File: src/rtl/bcd_to_bin_pkg.sv
// Shared constants and types for the BCD-to-binary converter.
// BCD_W/BIN_W size the shift registers, ITERS is the number of
// shift/adjust steps (one per result bit), and the digit constants
// drive both the input validity check and the per-nibble adjust.
package bcd_to_bin_pkg;

    typedef logic [3:0] bcd_digit_t;

    localparam int BCD_W = 12;
    localparam int BIN_W = 10;
    localparam int ITERS = 10;

    localparam bcd_digit_t DIGIT_MAX  = 4'd9;
    localparam bcd_digit_t ADJ_THRESH = 4'd8;
    localparam bcd_digit_t ADJ_VAL    = 4'd3;

    // A digit above 9 cannot come from decimal entry; flag it.
    function automatic logic digit_bad(input bcd_digit_t d);
        return d > DIGIT_MAX;
    endfunction

endpackage

File: src/rtl/bcd_digit_adjust.sv
// Per-nibble correction for reverse double-dabble.
// After a right shift, a BCD nibble that reads 8 or more received a
// bit worth 10 from the digit above, but binary weight makes it 8;
// subtracting 3 restores the decimal meaning (16/2 = 8 -> 10/2 = 5).
// Ports:
//   raw - shifted nibble
//   adj - corrected nibble
module bcd_digit_adjust
    import bcd_to_bin_pkg::*;
(
    input  logic [3:0] raw,
    output logic [3:0] adj
);

    assign adj = (raw >= ADJ_THRESH) ? raw - ADJ_VAL : raw;

endmodule

File: src/rtl/bcd_to_bin.sv
// Sequential 3-digit packed BCD to 10-bit binary converter.
// A request is captured when in_valid and in_ready are both high; the
// converter then performs ten shift-right/adjust steps, one per clock,
// and pulses out_valid for one cycle with the result in Bout. Inputs
// with any digit above 9 produce Bout = 0 and err = 1.
// Ports:
//   clk       - rising-edge clock
//   rst_n     - asynchronous active-low reset
//   in_valid  - conversion request
//   in_ready  - idle, request will be accepted
//   huns/tens/units - BCD digits
//   Bout      - binary result, held until next completion
//   out_valid - one-cycle completion pulse
//   err       - illegal digit seen in the accepted request
module bcd_to_bin
    import bcd_to_bin_pkg::*;
(
    input  logic       clk,
    input  logic       rst_n,
    input  logic       in_valid,
    output logic       in_ready,
    input  logic [3:0] huns,
    input  logic [3:0] tens,
    input  logic [3:0] units,
    output logic [9:0] Bout,
    output logic       out_valid,
    output logic       err
);

    localparam logic STATE_IDLE = 1'b0;
    localparam logic STATE_BUSY = 1'b1;

    localparam logic [3:0] LAST_ITER = 4'(ITERS - 1);

    logic                   state;
    logic [3:0]             iter_cnt;
    logic [BCD_W-1:0]       bcd_reg;
    logic [BIN_W-1:0]       bin_reg;
    logic                   invalid;

    logic [BCD_W+BIN_W-1:0] shifted;
    logic [BCD_W-1:0]       bcd_next;
    logic [BIN_W-1:0]       bin_next;
    logic                   accept;

    // Shift the whole {bcd, bin} pair, then correct each BCD nibble;
    // the registers capture the adjusted value once per clock.
    assign shifted  = {bcd_reg, bin_reg} >> 1;
    assign bin_next = shifted[BIN_W-1:0];

    bcd_digit_adjust u_adj_units (
        .raw (shifted[BIN_W +: 4]),
        .adj (bcd_next[3:0])
    );

    bcd_digit_adjust u_adj_tens (
        .raw (shifted[BIN_W + 4 +: 4]),
        .adj (bcd_next[7:4])
    );

    bcd_digit_adjust u_adj_huns (
        .raw (shifted[BIN_W + 8 +: 4]),
        .adj (bcd_next[11:8])
    );

    assign in_ready = (state == STATE_IDLE);
    assign accept   = in_valid && in_ready;

    always_ff @(posedge clk or negedge rst_n) begin
        if (!rst_n) begin
            state     <= STATE_IDLE;
            iter_cnt  <= 4'd0;
            bcd_reg   <= '0;
            bin_reg   <= '0;
            invalid   <= 1'b0;
            Bout      <= '0;
            out_valid <= 1'b0;
            err       <= 1'b0;
        end else begin
            out_valid <= 1'b0;
            case (state)
                STATE_IDLE: begin
                    if (accept) begin
                        bcd_reg  <= {huns, tens, units};
                        bin_reg  <= '0;
                        invalid  <= digit_bad(huns) || digit_bad(tens) || digit_bad(units);
                        iter_cnt <= 4'd0;
                        state    <= STATE_BUSY;
                    end
                end
                default: begin
                    bcd_reg <= bcd_next;
                    bin_reg <= bin_next;
                    if (iter_cnt == LAST_ITER) begin
                        // Final step: publish this step's binary value directly,
                        // so the result appears on the same edge as the last shift.
                        Bout      <= invalid ? '0 : bin_next;
                        err       <= invalid;
                        out_valid <= 1'b1;
                        iter_cnt  <= 4'd0;
                        state     <= STATE_IDLE;
                    end else begin
                        iter_cnt <= iter_cnt + 4'd1;
                    end
                end
            endcase
        end
    end

endmodule

File: config.mk
export PLATFORM = sky130hd
export DESIGN_NAME = bcd_to_bin
export DESIGN_NICKNAME = d
export VERILOG_FILES = /design/src/rtl/bcd_to_bin_pkg.sv /design/src/rtl/bcd_digit_adjust.sv /design/src/rtl/bcd_to_bin.sv
export SDC_FILE = /design/constraint.sdc
export NUM_CORES = 1
export LEC_CHECK = 0
export ABC_AREA = 0
export BUFFER_PORTS_ARGS = -buffer_cell sky130_fd_sc_hd__clkbuf_2
export CORE_MARGIN = 1.5
export CORE_UTILIZATION = 60
export CTS_CLUSTER_DIAMETER = 40
export CTS_CLUSTER_SIZE = 10
export DETAILED_ROUTE_END_ITERATION = 6
export GPL_TIMING_DRIVEN = 0
export PLACE_DENSITY = 0.83
export SETUP_SLACK_MARGIN = 0.1
export SLEW_MARGIN = 0
export SYNTH_ARGS = -nofsm -noshare
export SYNTH_HDL_FRONTEND = slang
export SYNTH_SLANG_ARGS = --single-unit
File: constraint.sdc
create_clock -name clk -period 1.9 [get_ports clk]
set_input_delay 0.095 -clock clk [delete_from_list [all_inputs] [get_ports clk]]
set_output_delay 0.095 -clock clk [all_outputs]
set_load 0.005 [all_outputs]
Word-level counts from Yosys, hierarchy flattened
Index checks and enable logic that the tools add are counted.
Word-level totals
  register bits after elaboration: 40
  input port bits: 15
  output and inout port bits: 13
  logic and storage cells: 42
Operators by class
  add/sub/neg operators: 4
  order comparisons: 6
  equality and inequality tests: 1
  mux-type cells: 16
  bitwise logic cells: 1
  reductions and logical operators: 6
Operators with widths (count)
  $mux W10: 3
  $mux W12: 2
  $mux W4: 6
  $gt A4 B4 Y1 const B: 3
  $ge A4 B4 Y1 const B: 2
  $sub A4 B2 Y4 const B: 2
  $mux W1: 5
  $add A4 B1 Y4 const B: 1
  $eq A4 B4 Y1 const B: 1
  $ge A3 B4 Y1 const B: 1
  $reduce_and A2 Y1: 2
  $sub A3 B2 Y4 const B: 1
  $logic_or A1 B1 Y1: 2
  $reduce_bool A2 Y1: 1
  $logic_and A1 B1 Y1: 1
  $not A1 Y1: 1

Longest topological paths before layout
  depth after elaboration: 4
  depth in mapped cells: 6
  gate-level depth less buffers: 5

Cells and area by module
From an unflattened synthesis, not the netlist that was laid out.
Second synthesis, totals
  cells, all modules: 209
  area, all modules: 2039.5 um^2
Modules (own cells, without submodules)
  bcd_to_bin: instances 1, cells each 176, area an instance 1810.5 um^2, seq. area each 975.9 um^2
  bcd_digit_adjust: instances 3, cells each 11, area an instance 76.3 um^2, seq. area each 0.0 um^2

Worst setup path before layout
No wires, ideal clock.
  path type: register to register
  start: register iter_cnt[1]
  end: register err
  library setup time: 125 ps
  arrival: 1089 ps
  required time: 1775 ps
  slack: 686 ps
  stages on the path, launching flop included: 5
  buffers on the path: 0
  period minus slack after synthesis: 1214 ps
  path through: dfrtp_1 inv_1 ha_1 nand4b_4 mux2_4
Between the ends
  cells in the longest elaborated chain, start to end: 2
RTL lines
  from (decl): line bcd_to_bin.sv:36  | logic [3:0] iter_cnt;
  from (signal assigned): line bcd_to_bin.sv:103  | iter_cnt <= iter_cnt + 4'd1;
  $eq A4 B4 Y1: line bcd_to_bin.sv:94  | if (iter_cnt == LAST_ITER) begin
  $reduce_and A2 Y1 (no line)
  to (signal assigned): line bcd_to_bin.sv:98  | err <= invalid;
  to (decl): line bcd_to_bin.sv:27  | output logic err
Every way passes these cells.
A chain may end at the register's enable or synchronous reset.

Final worst setup path
  start: register state
  end: output in_ready
Between the ends
  cells in the longest elaborated chain, start to end: 1
RTL lines
  from (decl): line bcd_to_bin.sv:35  | logic state;
  from (signal assigned): line bcd_to_bin.sv:71  | state <= STATE_IDLE;
  from (signal assigned): line bcd_to_bin.sv:88  | state <= STATE_BUSY;
  from (signal assigned): line bcd_to_bin.sv:101  | state <= STATE_IDLE;
  $not A1 Y1 (no line)
  to (decl): line bcd_to_bin.sv:21  | output logic in_ready,
Every way passes these cells.

==> results.sh <==
export IMPL_reg2reg_to="Bout[9]"
export IMPL_path_cells="buf_4 -> inv_4 -> buf_4 -> clkbuf_2"
export IMPL_fmax_mhz=718
export IMPL_rsz0062_at_grt="false"
export IMPL_combPwrFrac_pct=39.7
export IMPL_p_leak_nw=1.09
export IMPL_placed_area_sq_um=2110
export IMPL_whs_path_depth=3
export IMPL_synth_compound_area_share_pct=16.1
export IMPL_postRouteAntennaNets=0
export IMPL_syn_area_sq_um=1930
export IMPL_p_clk_share_pct=13.6
export IMPL_synth_simple_area_share_pct=15.5
export IMPL_holdCritStartpoint="huns[0]"
export IMPL_period_minus_slack_ns=1.39
export IMPL_gp_congestion=0.804
export IMPL_finalInstanceArea_sq_um=2190
export IMPL_grt_pass1_wl_mm=6.20
export IMPL_synth_seq_cells=39
export IMPL_powerDensity_nw_per_um2=1410
export IMPL_clkTransAtPathRegs_ns=0.12
export IMPL_ff2ff_setup_slack_ns=0.54
export IMPL_critPathSlowestCell="dfrtp_1"
export IMPL_grt_max_degree=40
export IMPL_seqPwrFrac_pct=46.7
export IMPL_crit_arrival_ns=1.30
export IMPL_overflow=0
export IMPL_reg2reg_depth=6
export IMPL_grt_pass1_vias=1387
export IMPL_crit_top_cell="buf_4"
export IMPL_groute_usage_overall_pct=23.7
export IMPL_synth_area_mux_share_pct=5.97
export IMPL_fill_cells=252
export IMPL_cts_buffer_depth=2
export IMPL_ir_worst_vdd_mv=0.760
export IMPL_postCtsSetupRepairBufs=0
export IMPL_cts_repair_resize_count=0
export IMPL_syn_area_per_cell_sq_um=10.3
export IMPL_synth_xor_area_share_pct=2.27
export IMPL_cts_buffers=5
export IMPL_drt_iter0_markers=40
export IMPL_synth_edf_count=0
export IMPL_dr_pass1_iters=4
export IMPL_rows=20
export IMPL_final_setup_tns_ns=0
export IMPL_postSynthCellCount=188
export IMPL_dieWidth_microns=59.7
export IMPL_pin_count=28
export IMPL_cts_sinks=39
export IMPL_min_path_type="input port to flop"
export IMPL_p_total_mw=3.09
export IMPL_synthTopCellsByCount="dfrtp_1 (39), nand2_1 (39), o21ai_0 (18), mux2i_1 (10), nand2b_1 (10)"
export IMPL_diodes=0
export IMPL_yosys_area_top_type="dfrtp_1"
export IMPL_critPathMaxFanout=10
export IMPL_start_util_pct=63.2
export IMPL_cts_tree="done"
export IMPL_sw_frac_of_total_pct=39.0
export IMPL_ys_flop_type="dfrtp_1"
export IMPL_slew_violations=0
export IMPL_worstPathRequired_ns=1.80
export IMPL_drc_errors=0
export IMPL_port_buffers=26
export IMPL_cp_end_kind="output port"
export IMPL_die_area_sq_um=3560
export IMPL_hpwlAfterDp_mm=2.57
export IMPL_setup_viol=0
export IMPL_wirelength_mm=3.61
export IMPL_maxCapViolCount=0
export IMPL_dieHeight_microns=59.7
export IMPL_clk_latency_ns=0.35
export IMPL_synth_area_top_cells="dfrtp_1 (51%), nand2_1 (7.6%), mux2i_1 (5.2%)"
export IMPL_async_flop_share_pct=100
export IMPL_h_tree_depth=2
export IMPL_largest_reg_flops=12
export IMPL_crit_type="flop to output port"
export IMPL_yosysWarningCount=0
export IMPL_hold_slack_ns=0.0339
export IMPL_seq_area_frac_synth_pct=50.6
export IMPL_status="finished, final reports clean"
export IMPL_synth_distinct_cells=33
export IMPL_holdPathEnd="bcd_reg[8]"
export IMPL_cts_hold_buffers_added=2
export IMPL_clock_root_buffer="clkbuf_4"
export IMPL_start_kind="flop"
export IMPL_switching_power_mw=1.20
export IMPL_syn_to_final_growth_pct=13.4
export IMPL_p_int_mw=1.88
export IMPL_drive_gt1_share_pct=24.6
export IMPL_antenna_found_initial=0
export IMPL_worstMarginPinSlew_ns=0.937
export IMPL_dp_cells=258
export IMPL_viasPerCell=5.32
export IMPL_synthAdderAreaFrac_pct=3.89
export IMPL_finalNonFillerCells=268
export IMPL_finalClockSkew_ns=0.00992
export IMPL_synth_top_family_by_area="compound AO/OA/AOI/OAI gates"
export IMPL_vias=1425
export IMPL_synth_nets=209
export IMPL_period_share_pct=73.3
export IMPL_yosysTopAreaCellShare_pct=50.6
export IMPL_slew_headroom_pct=37.5
export IMPL_timing_rr_start="iter_cnt[1]"
export IMPL_final_nets=244
export IMPL_core_sq_um=3050
export IMPL_post_drt_wl_per_cell_microns=13.5
export IMPL_finalHoldViolCount=0
export IMPL_critPathMaxStageDelay_ns=0.38
[cell families (layout without fill, tap and decap cells)]
kind of cell / after synthesis / after routing
buffers and inverters: 19 / 55
adders and majority gates: 6 / 6
muxes: 11 / 11
and+or+nand+nor: 61 / 61
xor gates and xnor gates: 5 / 5
AOI/OAI and AO/OA: 47 / 47
DFF: 39 / 39
[critical path, delay by kind of cell (launching register included)]
kind,cells,cell delay [ns]
DFF,1,0.38
buffers and inverters,4,0.58
[stage by stage]
step	util (%)	setup WS [ns]
after floorplan	-	0.686
after global placement	69.3	0.612
after detailed placement	69.3	0.549
after CTS	71.7	0.501
after global routing	71.7	0.444
final	71.7	0.508
[routing by layer]
layer | wire [microns] | track usage [%] | vias up | share of wire (%)
li1 | - | - | 704 | -
met1 | 1610 | 29.8 | 685 | 45
met2 | 1810 | 39.3 | 32 | 50
met3 | 143 | 5.84 | 4 | 4.0
met4 | 42 | 9.52 | 0 | 1.2
met5 | 0 | 0 | - | 0
[how the worst max path moves through the flow]
stage | from | endpoint | slack, ns | cells after the start
floorplan | iter_cnt[1] | err | 0.69 | 4
global placement | iter_cnt[1] | Bout[5] | 0.61 | 6
detailed placement | iter_cnt[1] | Bout[0] | 0.55 | 6
CTS | state | in_ready | 0.50 | 4
global route | state | in_ready | 0.44 | 4
finish | state | in_ready | 0.51 | 4
[final cells by class]
cell class	instances	area, sq um	share of cell area [%]
plain buffers	11	77.6	3.54
clock buffers	6	41.3	1.89
clock inverters	2	12.5	0.572
inverters	8	32.5	1.49
multi-input cells	130	843	38.5
flip-flops and latches	39	976	44.6
well taps	44	55.1	2.52
repair buffers	28	150	6.86
[power groups by stage]
stage | Clock [mW] | Combinational [mW] | Sequential [mW]
floorplan | 0 | 0.915 | 1.39
global placement | 0 | 1.18 | 1.43
detailed placement | 0 | 1.24 | 1.46
CTS | 0.427 | 1.24 | 1.44
global route | 0.470 | 1.41 | 1.48
finish | 0.420 | 1.22 | 1.44
[layout by cell type, fill, tap and decap left out, types with 3 or more instances in the layout]
master,count
clkbuf_4,5
buf_2,5
mux2i_1,10
nand2b_1,10
clkbuf_2,26
nor2_1,3
o211a_1,4
nand2_1,39
a21oi_1,7
inv_1,7
buf_6,3
o21ai_2,9
nor2b_1,3
xor2_1,3
o21ai_0,18
dfrtp_1,39
ha_1,6
Power figures use the tool's default switching activity.
